**src/rtl/scan_pkg.sv**
```systemverilog
// Shared types, sizes and the cyclic next-active-position search for the scan sequencers.
package scan_pkg;

  localparam int unsigned NUM_POS = 8;
  localparam int unsigned SEL_W   = 3;

  typedef enum logic [1:0] {
    StIdle,
    StBlank,
    StDwell
  } state_t;

  // Returns {wrapped, next}: first set bit of mask strictly above cur, searching 7->0 cyclically.
  // A lone set bit at cur yields next == cur with wrapped set; an empty mask returns cur unwrapped.
  function automatic logic [SEL_W:0] next_active(input logic [NUM_POS-1:0] mask,
                                                 input logic [SEL_W-1:0]   cur);
    logic [SEL_W-1:0] nxt;
    logic [SEL_W-1:0] idx;
    logic             found;
    nxt   = cur;
    found = 1'b0;
    for (int unsigned k = 1; k <= NUM_POS; k++) begin
      // SEL_W-bit addition wraps modulo NUM_POS on its own
      idx = cur + SEL_W'(k);
      if (!found && mask[idx]) begin
        nxt   = idx;
        found = 1'b1;
      end
    end
    return {found && (nxt <= cur), nxt};
  endfunction

endpackage

```
**src/rtl/scan_sel_gen_if.sv**
```systemverilog
// Scan sequencer bus: run/mask control toward the sequencer, decoder drive and status back.
interface scan_sel_gen_if;
  import scan_pkg::*;

  logic                 run;
  logic [NUM_POS-1:0]   digit_mask;
  logic [SEL_W-1:0]     sel;
  logic                 en;
  logic                 frame_done;
  logic                 busy;

  modport master (
    output run, digit_mask,
    input  sel, en, frame_done, busy
  );

  modport slave (
    input  run, digit_mask,
    output sel, en, frame_done, busy
  );

endinterface

```
**src/rtl/scan_next_sel.sv**
```systemverilog
// Combinational cyclic next-set-bit finder over the position mask.
module scan_next_sel
  import scan_pkg::*;
(
  input  logic [NUM_POS-1:0] mask,
  input  logic [SEL_W-1:0]   cur,
  output logic [SEL_W-1:0]   next,
  output logic               wrapped
);

  // Search upward from cur, wrapping past the top position
  always_comb begin
    {wrapped, next} = next_active(mask, cur);
  end

endmodule

```
**src/rtl/scan_sel_gen.sv**
```systemverilog
// Time-multiplexed scan sequencer: steps a 3-to-8 decoder through the masked positions,
// with a blanking gap (en low) before each dwell (en high).
module scan_sel_gen
  import scan_pkg::*;
#(
  parameter int unsigned DIV   = 1000,
  parameter int unsigned BLANK = 4
) (
  input  logic           clk,
  input  logic           rst_n,
  scan_sel_gen_if.slave  bus
);

  localparam int unsigned CntMax = (DIV > BLANK) ? DIV : BLANK;
  localparam int unsigned CntW   = $clog2(CntMax + 1);

  localparam logic [CntW-1:0] DivLast   = CntW'(DIV - 1);
  // Unused when BLANK is zero; the blank state is then never entered
  localparam logic [CntW-1:0] BlankLast = CntW'((BLANK == 0) ? 0 : BLANK - 1);
  localparam state_t          StAfterSel = (BLANK == 0) ? StDwell : StBlank;

  state_t           state_q, state_d;
  logic [CntW-1:0]  cnt_q, cnt_d;
  logic [SEL_W-1:0] sel_q, sel_d;
  logic             en_q, en_d;
  logic             fd_q, fd_d;
  logic             busy_q, busy_d;

  logic [SEL_W-1:0] search_cur;
  logic [SEL_W-1:0] search_next;
  logic             search_wrapped;
  logic             mask_empty;

  // Searching above the top position from idle yields the lowest active position
  assign search_cur = (state_q == StIdle) ? SEL_W'(NUM_POS - 1) : sel_q;
  assign mask_empty = (bus.digit_mask == '0);

  scan_next_sel u_next_sel (
    .mask    (bus.digit_mask),
    .cur     (search_cur),
    .next    (search_next),
    .wrapped (search_wrapped)
  );

  // Next-state, counter and select update
  always_comb begin
    state_d = state_q;
    cnt_d   = cnt_q;
    sel_d   = sel_q;
    fd_d    = 1'b0;
    unique case (state_q)
      StIdle: begin
        if (bus.run && !mask_empty) begin
          sel_d   = search_next;
          cnt_d   = '0;
          state_d = StAfterSel;
        end
      end
      StBlank: begin
        if (!bus.run) begin
          state_d = StIdle;
          cnt_d   = '0;
        end else if (cnt_q == BlankLast) begin
          state_d = StDwell;
          cnt_d   = '0;
        end else begin
          cnt_d = cnt_q + CntW'(1);
        end
      end
      StDwell: begin
        if (!bus.run) begin
          state_d = StIdle;
          cnt_d   = '0;
        end else if (cnt_q == DivLast) begin
          cnt_d = '0;
          if (mask_empty) begin
            state_d = StIdle;
          end else begin
            sel_d   = search_next;
            fd_d    = search_wrapped;
            state_d = StAfterSel;
          end
        end else begin
          cnt_d = cnt_q + CntW'(1);
        end
      end
      default: begin
        state_d = StIdle;
        cnt_d   = '0;
      end
    endcase
  end

  // Outputs are registered from the next state so nothing combinational reaches a pin
  always_comb begin
    en_d   = (state_d == StDwell);
    busy_d = (state_d != StIdle);
  end

  // State and output registers
  always_ff @(posedge clk or negedge rst_n) begin
    if (!rst_n) begin
      state_q <= StIdle;
      cnt_q   <= '0;
      sel_q   <= '0;
      en_q    <= 1'b0;
      fd_q    <= 1'b0;
      busy_q  <= 1'b0;
    end else begin
      state_q <= state_d;
      cnt_q   <= cnt_d;
      sel_q   <= sel_d;
      en_q    <= en_d;
      fd_q    <= fd_d;
      busy_q  <= busy_d;
    end
  end

  assign bus.sel        = sel_q;
  assign bus.en         = en_q;
  assign bus.frame_done = fd_q;
  assign bus.busy       = busy_q;

endmodule

```
**src/flat_wrapper.sv**
```systemverilog
// flat-port wrapper written by rule: the top's interface ports become plain ports
module scan_sel_gen_flat import scan_pkg::*;
#(
  parameter int unsigned DIV   = 1000,
  parameter int unsigned BLANK = 4
)
  (clk, rst_n, bus_run, bus_digit_mask, bus_sel, bus_en, bus_frame_done, bus_busy);
  scan_sel_gen_if bus_i ();
  input  logic clk;
  input  logic rst_n;
  input wire logic [$bits(bus_i.run)-1:0] bus_run;
  input wire logic [$bits(bus_i.digit_mask)-1:0] bus_digit_mask;
  output wire logic [$bits(bus_i.sel)-1:0] bus_sel;
  output wire logic [$bits(bus_i.en)-1:0] bus_en;
  output wire logic [$bits(bus_i.frame_done)-1:0] bus_frame_done;
  output wire logic [$bits(bus_i.busy)-1:0] bus_busy;
  assign bus_i.run = bus_run;
  assign bus_i.digit_mask = bus_digit_mask;
  assign bus_sel = bus_i.sel;
  assign bus_en = bus_i.en;
  assign bus_frame_done = bus_i.frame_done;
  assign bus_busy = bus_i.busy;
  scan_sel_gen #(.DIV(DIV), .BLANK(BLANK)) u_core (.clk(clk), .rst_n(rst_n), .bus(bus_i));
endmodule
```
**config.mk**
```make
export PLATFORM = sky130hd
export DESIGN_NAME = scan_sel_gen_flat
export DESIGN_NICKNAME = d
export VERILOG_FILES = /design/src/rtl/scan_pkg.sv /design/src/rtl/scan_sel_gen_if.sv /design/src/rtl/scan_next_sel.sv /design/src/rtl/scan_sel_gen.sv /design/src/flat_wrapper.sv
export SDC_FILE = /design/constraint.sdc
export NUM_CORES = 1
export LEC_CHECK = 0
export CELL_PAD_IN_SITES_DETAIL_PLACEMENT = 1
export CELL_PAD_IN_SITES_GLOBAL_PLACEMENT = 2
export CORE_ASPECT_RATIO = 0.8
export CORE_MARGIN = 2
export CORE_UTILIZATION = 36
export CTS_CLUSTER_DIAMETER = 80
export CTS_CLUSTER_SIZE = 25
export DETAILED_ROUTE_END_ITERATION = 10
export HOLD_SLACK_MARGIN = 0.1
export PLACE_DENSITY = 0.79
export SLEW_MARGIN = 10
export SYNTH_ARGS = -nofsm -noshare
export SYNTH_HDL_FRONTEND = slang
export SYNTH_SLANG_ARGS = --single-unit
```
**constraint.sdc**
```tcl
create_clock -name clk -period 6.2 [get_ports clk]
set_input_delay 0.93 -clock clk [delete_from_list [all_inputs] [get_ports clk]]
set_output_delay 0.93 -clock clk [all_outputs]
set_load 0.01 [all_outputs]
```
======== Word-level counts from Yosys, hierarchy flattened ========
Cells that the tools add are included.
operators by class
  $add $sub $neg .......................... 8
  $mul .................................... 0
  divide/modulo/power cells ............... 0
  magnitude comparators ................... 9
  eq/ne operators ......................... 9
  shift operators ......................... 0
  muxes and demuxes ....................... 55
  bitwise operators ....................... 0
  reduce and logical (&&, ||, !) cells .... 22
operators by type and width
  kind                                                                          number
  10-bit 2-to-1 mux                                                             5
  3-bit 2-to-1 mux                                                              13
  3-bit by 4-bit less-than comparator with 1-bit output, second input constant  8
  10-bit case mux with 3 select lines                                           1
  1-bit binary-select mux with 3-bit select                                     8
  1-bit 2-to-1 mux                                                              21
  3-bit adder, second input constant                                            4
  10-bit by 1-bit adder with 10-bit output, second input constant               1
  10-bit equality test, second input constant                                   1
  10-bit by 2-bit equality test with 1-bit output, second input constant        1
  2-bit 2-to-1 mux                                                              5
  1-bit logical AND                                                             9
  1-bit zero test                                                               8
  8-bit zero test                                                               1
  3-bit by 2-bit adder with 3-bit output, second input constant                 2
  2-bit inequality test, second input constant                                  3
  2-bit case mux with 3 select lines                                            1
  3-bit case mux with 2 select lines                                            1
  5-bit AND reduction                                                           1
  2-bit equality test, second input constant                                    2
  2-bit nonzero test                                                            2
  3-bit by 1-bit adder with 3-bit output, second input constant                 1
  3-bit <= comparator                                                           1
  2-bit by 1-bit equality test with 1-bit output, second input constant         1
  other kinds (2)                                                               2
word-level totals
  register bits after elaboration ......... 18
  bits in latches ......................... 0
  memory bits (writable) .................. 0
  memory bits (read-only) ................. 0
  output and inout port bits .............. 6
  logic and storage cells ................. 109
  memories ................................ 0

======== Depth between registers and ports, before layout ========
  depth after elaboration ................. 33
  gate-level depth with buffers ........... 18

======== Cells and area by module ========
A second synthesis with hierarchy kept.
second synthesis, totals
  cell total of the unflattened synthesis .. 241
  area total of the unflattened synthesis .. 2309.7 sq um
modules (own cells, without submodules)
  module         times used  cells each  area each (sq um)  sequential area each (sq um)
  scan_next_sel  1           136         1204.9             0.0
  scan_sel_gen   1           105         1104.8             450.4

======== Worst setup path before layout ========
Ideal clock, no wire load.
  kind .................................... register to register
  start ................................... register u_core.state_q[1]
  end ..................................... register u_core.fd_q (netlist: u_core.bus.frame_done)
  setup time .............................. 125 ps
  arrival ................................. 4198 ps
  data required time ...................... 6075 ps
  path slack .............................. 1877 ps
  cell stages (with the launch flop) ...... 19
  path buffers ............................ 2
  clock period less this slack ............ 4323 ps
  cells stage by stage .................... dfrtp_1 -> inv_1 -> ha_1 -> buf_2 -> nor2_2 -> inv_2 -> ha_1 -> xnor2_2 -> mux4_2 -> nor4_4 -> and3_1 -> buf_4 -> a32o_2 -> o21ai_1 -> ha_1 -> a21oi_1 -> nor2b_1 -> o22a_1 -> a2111oi_0
on the way
  longest elaborated chain between the ends .. 33
ends and longest elaborated chain
  item                                       line                 source
  start: declaration                         scan_sel_gen.sv:22   state_t state_q, state_d;
  start signal: assignment                   scan_sel_gen.sv:103  state_q <= StIdle;
  start signal: assignment                   scan_sel_gen.sv:110  state_q <= state_d;
  2-bit zero test *                          scan_sel_gen.sv:35   assign search_cur = (state_q == StIdle) ? SEL_W'(NUM_POS - 1) : sel_q;
  3-bit 2-to-1 mux *                         scan_sel_gen.sv:35
  3-bit by 1-bit adder with 3-bit output     scan_pkg.sv:24       idx = cur + SEL_W'(k);
  1-bit binary-select mux with 3-bit select  scan_pkg.sv:25       if (!found && mask[idx]) begin
  1-bit 2-to-1 mux (implied by the code)     scan_pkg.sv:25
  1-bit 2-to-1 mux                           scan_pkg.sv:25
  1-bit zero test                            scan_pkg.sv:25
  1-bit logical AND                          scan_pkg.sv:25
  (+19 left out)                             -
  via u_core.search_next[1]                  scan_sel_gen.sv:30   logic [SEL_W-1:0] search_next;
  3-bit <= comparator *                      scan_pkg.sv:30       return {found && (nxt <= cur), nxt};
  1-bit logical AND *                        scan_pkg.sv:30
  1-bit 2-to-1 mux *                         scan_sel_gen.sv:76   if (mask_empty) begin
  1-bit 2-to-1 mux *                         scan_sel_gen.sv:74   end else if (cnt_q == DivLast) begin
  1-bit 2-to-1 mux *                         scan_sel_gen.sv:71   if (!bus.run) begin
  1-bit 2-to-1 mux *                         scan_sel_gen.sv:51   unique case (state_q)
  via u_core.fd_d                            scan_sel_gen.sv:26   logic fd_q, fd_d;
  end signal: assignment                     scan_sel_gen.sv:107  fd_q <= 1'b0;
  end signal: assignment                     scan_sel_gen.sv:114  fd_q <= fd_d;
  end: declaration                           scan_sel_gen.sv:26
The timed path passes the listed nets; every way through them passes the cells marked *. The select of a mux whose other input is x is not followed.
A chain may end at the register's enable or synchronous reset.

======== Worst setup path in the final report ========
Same ends and word-level chain as after synthesis.

==> key figures <==
Floorplan
  • Die Ht: 72.4 microns
  • Core ar.: 5560 sq um
  • Starting Density: 0.379
  • Die area: 6470 sq um
  • Die X-Extent: 89.5 microns
  • Cell Rows: 24
  • IO Pins: 17

Route
  • Vias/cell: 5.93
  • Wire length per cell: 19.7 microns
  • Via count: 2046
  • Initial DRC count: 140
  • Final wirelength: 6790 microns
  • Routed Antenna Nets: 0
  • Pre-antenna DRT Iters: 4
  • DRC: 0

CTS
  • Setup bufs post-CTS: 0
  • Clk sinks: 18
  • Post-CTS Hold Buffers: 0
  • CTS tree: yes
  • Post-CTS sizing: 0
  • CTS Root Cell: clkbuf_8
  • Clk slew on worst S/H paths: 0.07 ns
  • Latest clock arrival within the worst-skew pair: 0.26 ns
  • Inserted Clock Buffers: 3
  • H-tree depth: 1
  • Max Root-Sink Buffers: 2

Critical path
  • RR Endpoint: u_core.bus.frame_done
  • CP startpoint kind: flip-flop
  • Crit Path Max Fanout: 21
  • R2r setup slk: 1.15 ns
  • Setup crit end kind: flip-flop
  • Path depth of the worst reg2reg path: 16
  • Crit Path Category: reg2reg
  • CP Data Required Time: 6.33 ns
  • FF-to-FF Start: u_core.state_q[1]
  • Arrival @ worst endpoint: 5.19 ns

Layout
  • Number of fill cells in the layout: 691
  • Area grow syn2layout: 11.9%
  • Layout Nets: 287
  • Post-Layout Inst Area: 2350 sq um
  • N_diodes: 0
  • Layout cells sized above 1: 0.109

STA
  • Fmax: 198 MHz
  • Period Utilization, post-route: 0.815
  • Total Neg Setup Slack: 0 ns
  • Final worst slack: 1.15 ns
  • Final setup skew: 0.00342 ns
  • Final setup violation count: 0
  • Max_slew headroom: 0.444
  • Worst-Margin Slew: 0.831 ns
  • Fin. Hold Viols: 0
  • Clock period minus worst slack: 5.05 ns
  • RSZ-0062 raised after global routing: no
  • Final slew viol count: 0

Synthesis
  • Area of the mapped netlist: 2100 sq um
  • Top cells by area, synth: dfrtp_1 (21%), nand2_1 (5.7%), mux4_2 (5.4%)
  • Post-synth top cells: nand2_1 (32), nor2_1 (22), dfrtp_1 (18), o21ai_0 (18), a21oi_1 (16)
  • Post-synth EDFFs: 0
  • Sequential area share after synthesis: 0.214
  • Syn Inst Count: 257
  • Netlist cell types: 65
  • Main synth FF type: dfrtp_1
  • Count leader, synth: nand2_1
  • Ys Warns: 0
  • FFs w/ async S/R, synth: 1.00
  • #FFs+latches synth: 18
  • Top cell type's share of synthesized area: 0.214
  • Mapped Avg Cell Area: 8.18 sq um
  • Post-synth top area cell: dfrtp_1
  • Syn Nets: 276

GRT
  • Initial antenna violation count: 0
  • Largest net degree at the start of global routing: 22
  • First-pass GRT wire length: 11400 microns
  • Overflow left after global routing: 0
  • Total GRT Usage: 0.227
  • M3 GR Usage: 0.0296
  • Vias in the first global route: 2066
  • Met2 Track Usage GR: 0.304
  • M1 GR Usage: 0.396
  • Most used routing layer: met1

Power and ir drop
  • Worst IR Drop VDD: 0.000224 V
  • Pwr dens: 608 nW/um^2
  • LEAKAGE: 0.959 nW

Min path
  • Hold path startpoint: u_core.cnt_q[1]
  • Tightest Hold Check Type: reg2reg
  • Hold Path End: u_core.cnt_q[1]
  • Hold path cells: 2

Placed design
  • Placed inst area: 2300 sq um
  • Final Wtd Congestion: 0.838
  • DP Worst Slack: 1.12 ns
  • Port Buffers: 16
  • Hpwl dp: 5330 microns

Run
  • Max_cap viols: 0

Status
  • Outcome: completed
[logic make-up (layout without fill, tap and decap cells)]
family / after synthesis / after routing / share of synthesized area
compound gates: 84 / 84 / 0.277
mux: 22 / 22 / 0.140
fa+ha+maj: 8 / 8 / 0.0476
buf+inv: 22 / 32 / 0.0535
simple gates: 100 / 100 / 0.251
xor+xnor: 3 / 3 / 0.0161
flops: 18 / 18 / 0.214
[how the worst max path moves through the flow]
stage,cells past startpoint,start,to,slack (ns)
global placement,16,u_core.state_q[1],u_core.bus.frame_done,1.33
global route,16,u_core.state_q[1],u_core.bus.frame_done,0.76
CTS,16,u_core.state_q[1],u_core.bus.frame_done,1.15
floorplan,18,u_core.state_q[1],u_core.bus.frame_done,1.88
finish,16,u_core.state_q[1],u_core.bus.frame_done,1.15
detailed placement,16,u_core.state_q[1],u_core.bus.frame_done,1.12
[layout make-up]
cell class,instances,area (sq um),area share
Multi-Input combinational cell,217,1540,0.654
Sequential cell,18,450,0.191
Timing Repair Buffer,16,160,0.0680
Tap cell,78,97.6,0.0415
Clock buffer,4,55.1,0.0234
Inverter,12,50.0,0.0213
[through the flow]
stage               hold slack, ns  utilization  power (mW)  std cells
floorplan                    0.463            -        1.05        257
global placement             0.499        0.414        1.31        341
detailed placement           0.515        0.414        1.31        341
CTS                          0.525        0.424        1.42        345
global route                 0.559        0.424        1.56        345
finish                       0.528        0.424        1.43        345
[worst max-delay path, cell delays in order, from the launching register on]
cell       delay [ns]
dfrtp_1          0.41
inv_1            0.13
ha_1             0.71
nor2_2           0.21
inv_2            0.23
ha_1             0.29
xnor2_2          0.19
mux4_2           0.64
nor4_4           0.43
and3_1           0.33
a32o_2           0.19
o21ai_1          0.09
ha_1             0.32
a21oi_1          0.13
nor2b_1          0.06
o22a_1           0.18
a2111oi_0        0.37
[placed cells by master (no fill, tap or decap), drive strengths merged, types with 2 or more instances in the layout]
master / count
and2: 3
nor4: 5
a21o: 4
nand2: 32
inv: 11
clkdlybuf4s50: 16
dfrtp: 18
or2: 4
clkbuf: 4
o22ai: 3
ha: 8
o32a: 2
a211oi: 2
nor2b: 5
o32ai: 5
or4b: 2
a21oi: 16
a221oi: 3
nor2: 24
mux2i: 10
nand4: 2
or3: 2
a22o: 2
mux2: 7
xnor2: 3
o21a: 4
a31oi: 2
mux4: 5
and3: 8
nand2b: 3
o31ai: 7
o221ai: 2
nor3: 3
nand3: 4
o21ai: 21
[layer usage]
metal / routed length (microns) / share of wire
met1: 3900 / 0.57
met2: 2660 / 0.39
met3: 228 / 0.034
met4: 0 / 0
met5: 0 / 0
[report_power, final]
part / leakage [nW] / internal [mW] / switching, mW / total [mW]
Combinational: 0.688 / 0.472 / 0.682 / 1.15
Sequential: 0.242 / 0.136 / 0.0422 / 0.178
Clock: 0.0288 / 0.0565 / 0.0423 / 0.0988
Total: 0.959 / 0.664 / 0.766 / 1.43
[sequential cells by signal, indices dropped and copies added, names as in the netlist]
signal                 count
u_core.bus.sel             3
u_core.state_q             2
u_core.bus.frame_done      1
u_core.cnt_q              10
u_core.bus.busy            1
u_core.bus.en              1
(Power assumes the default switching activity.)
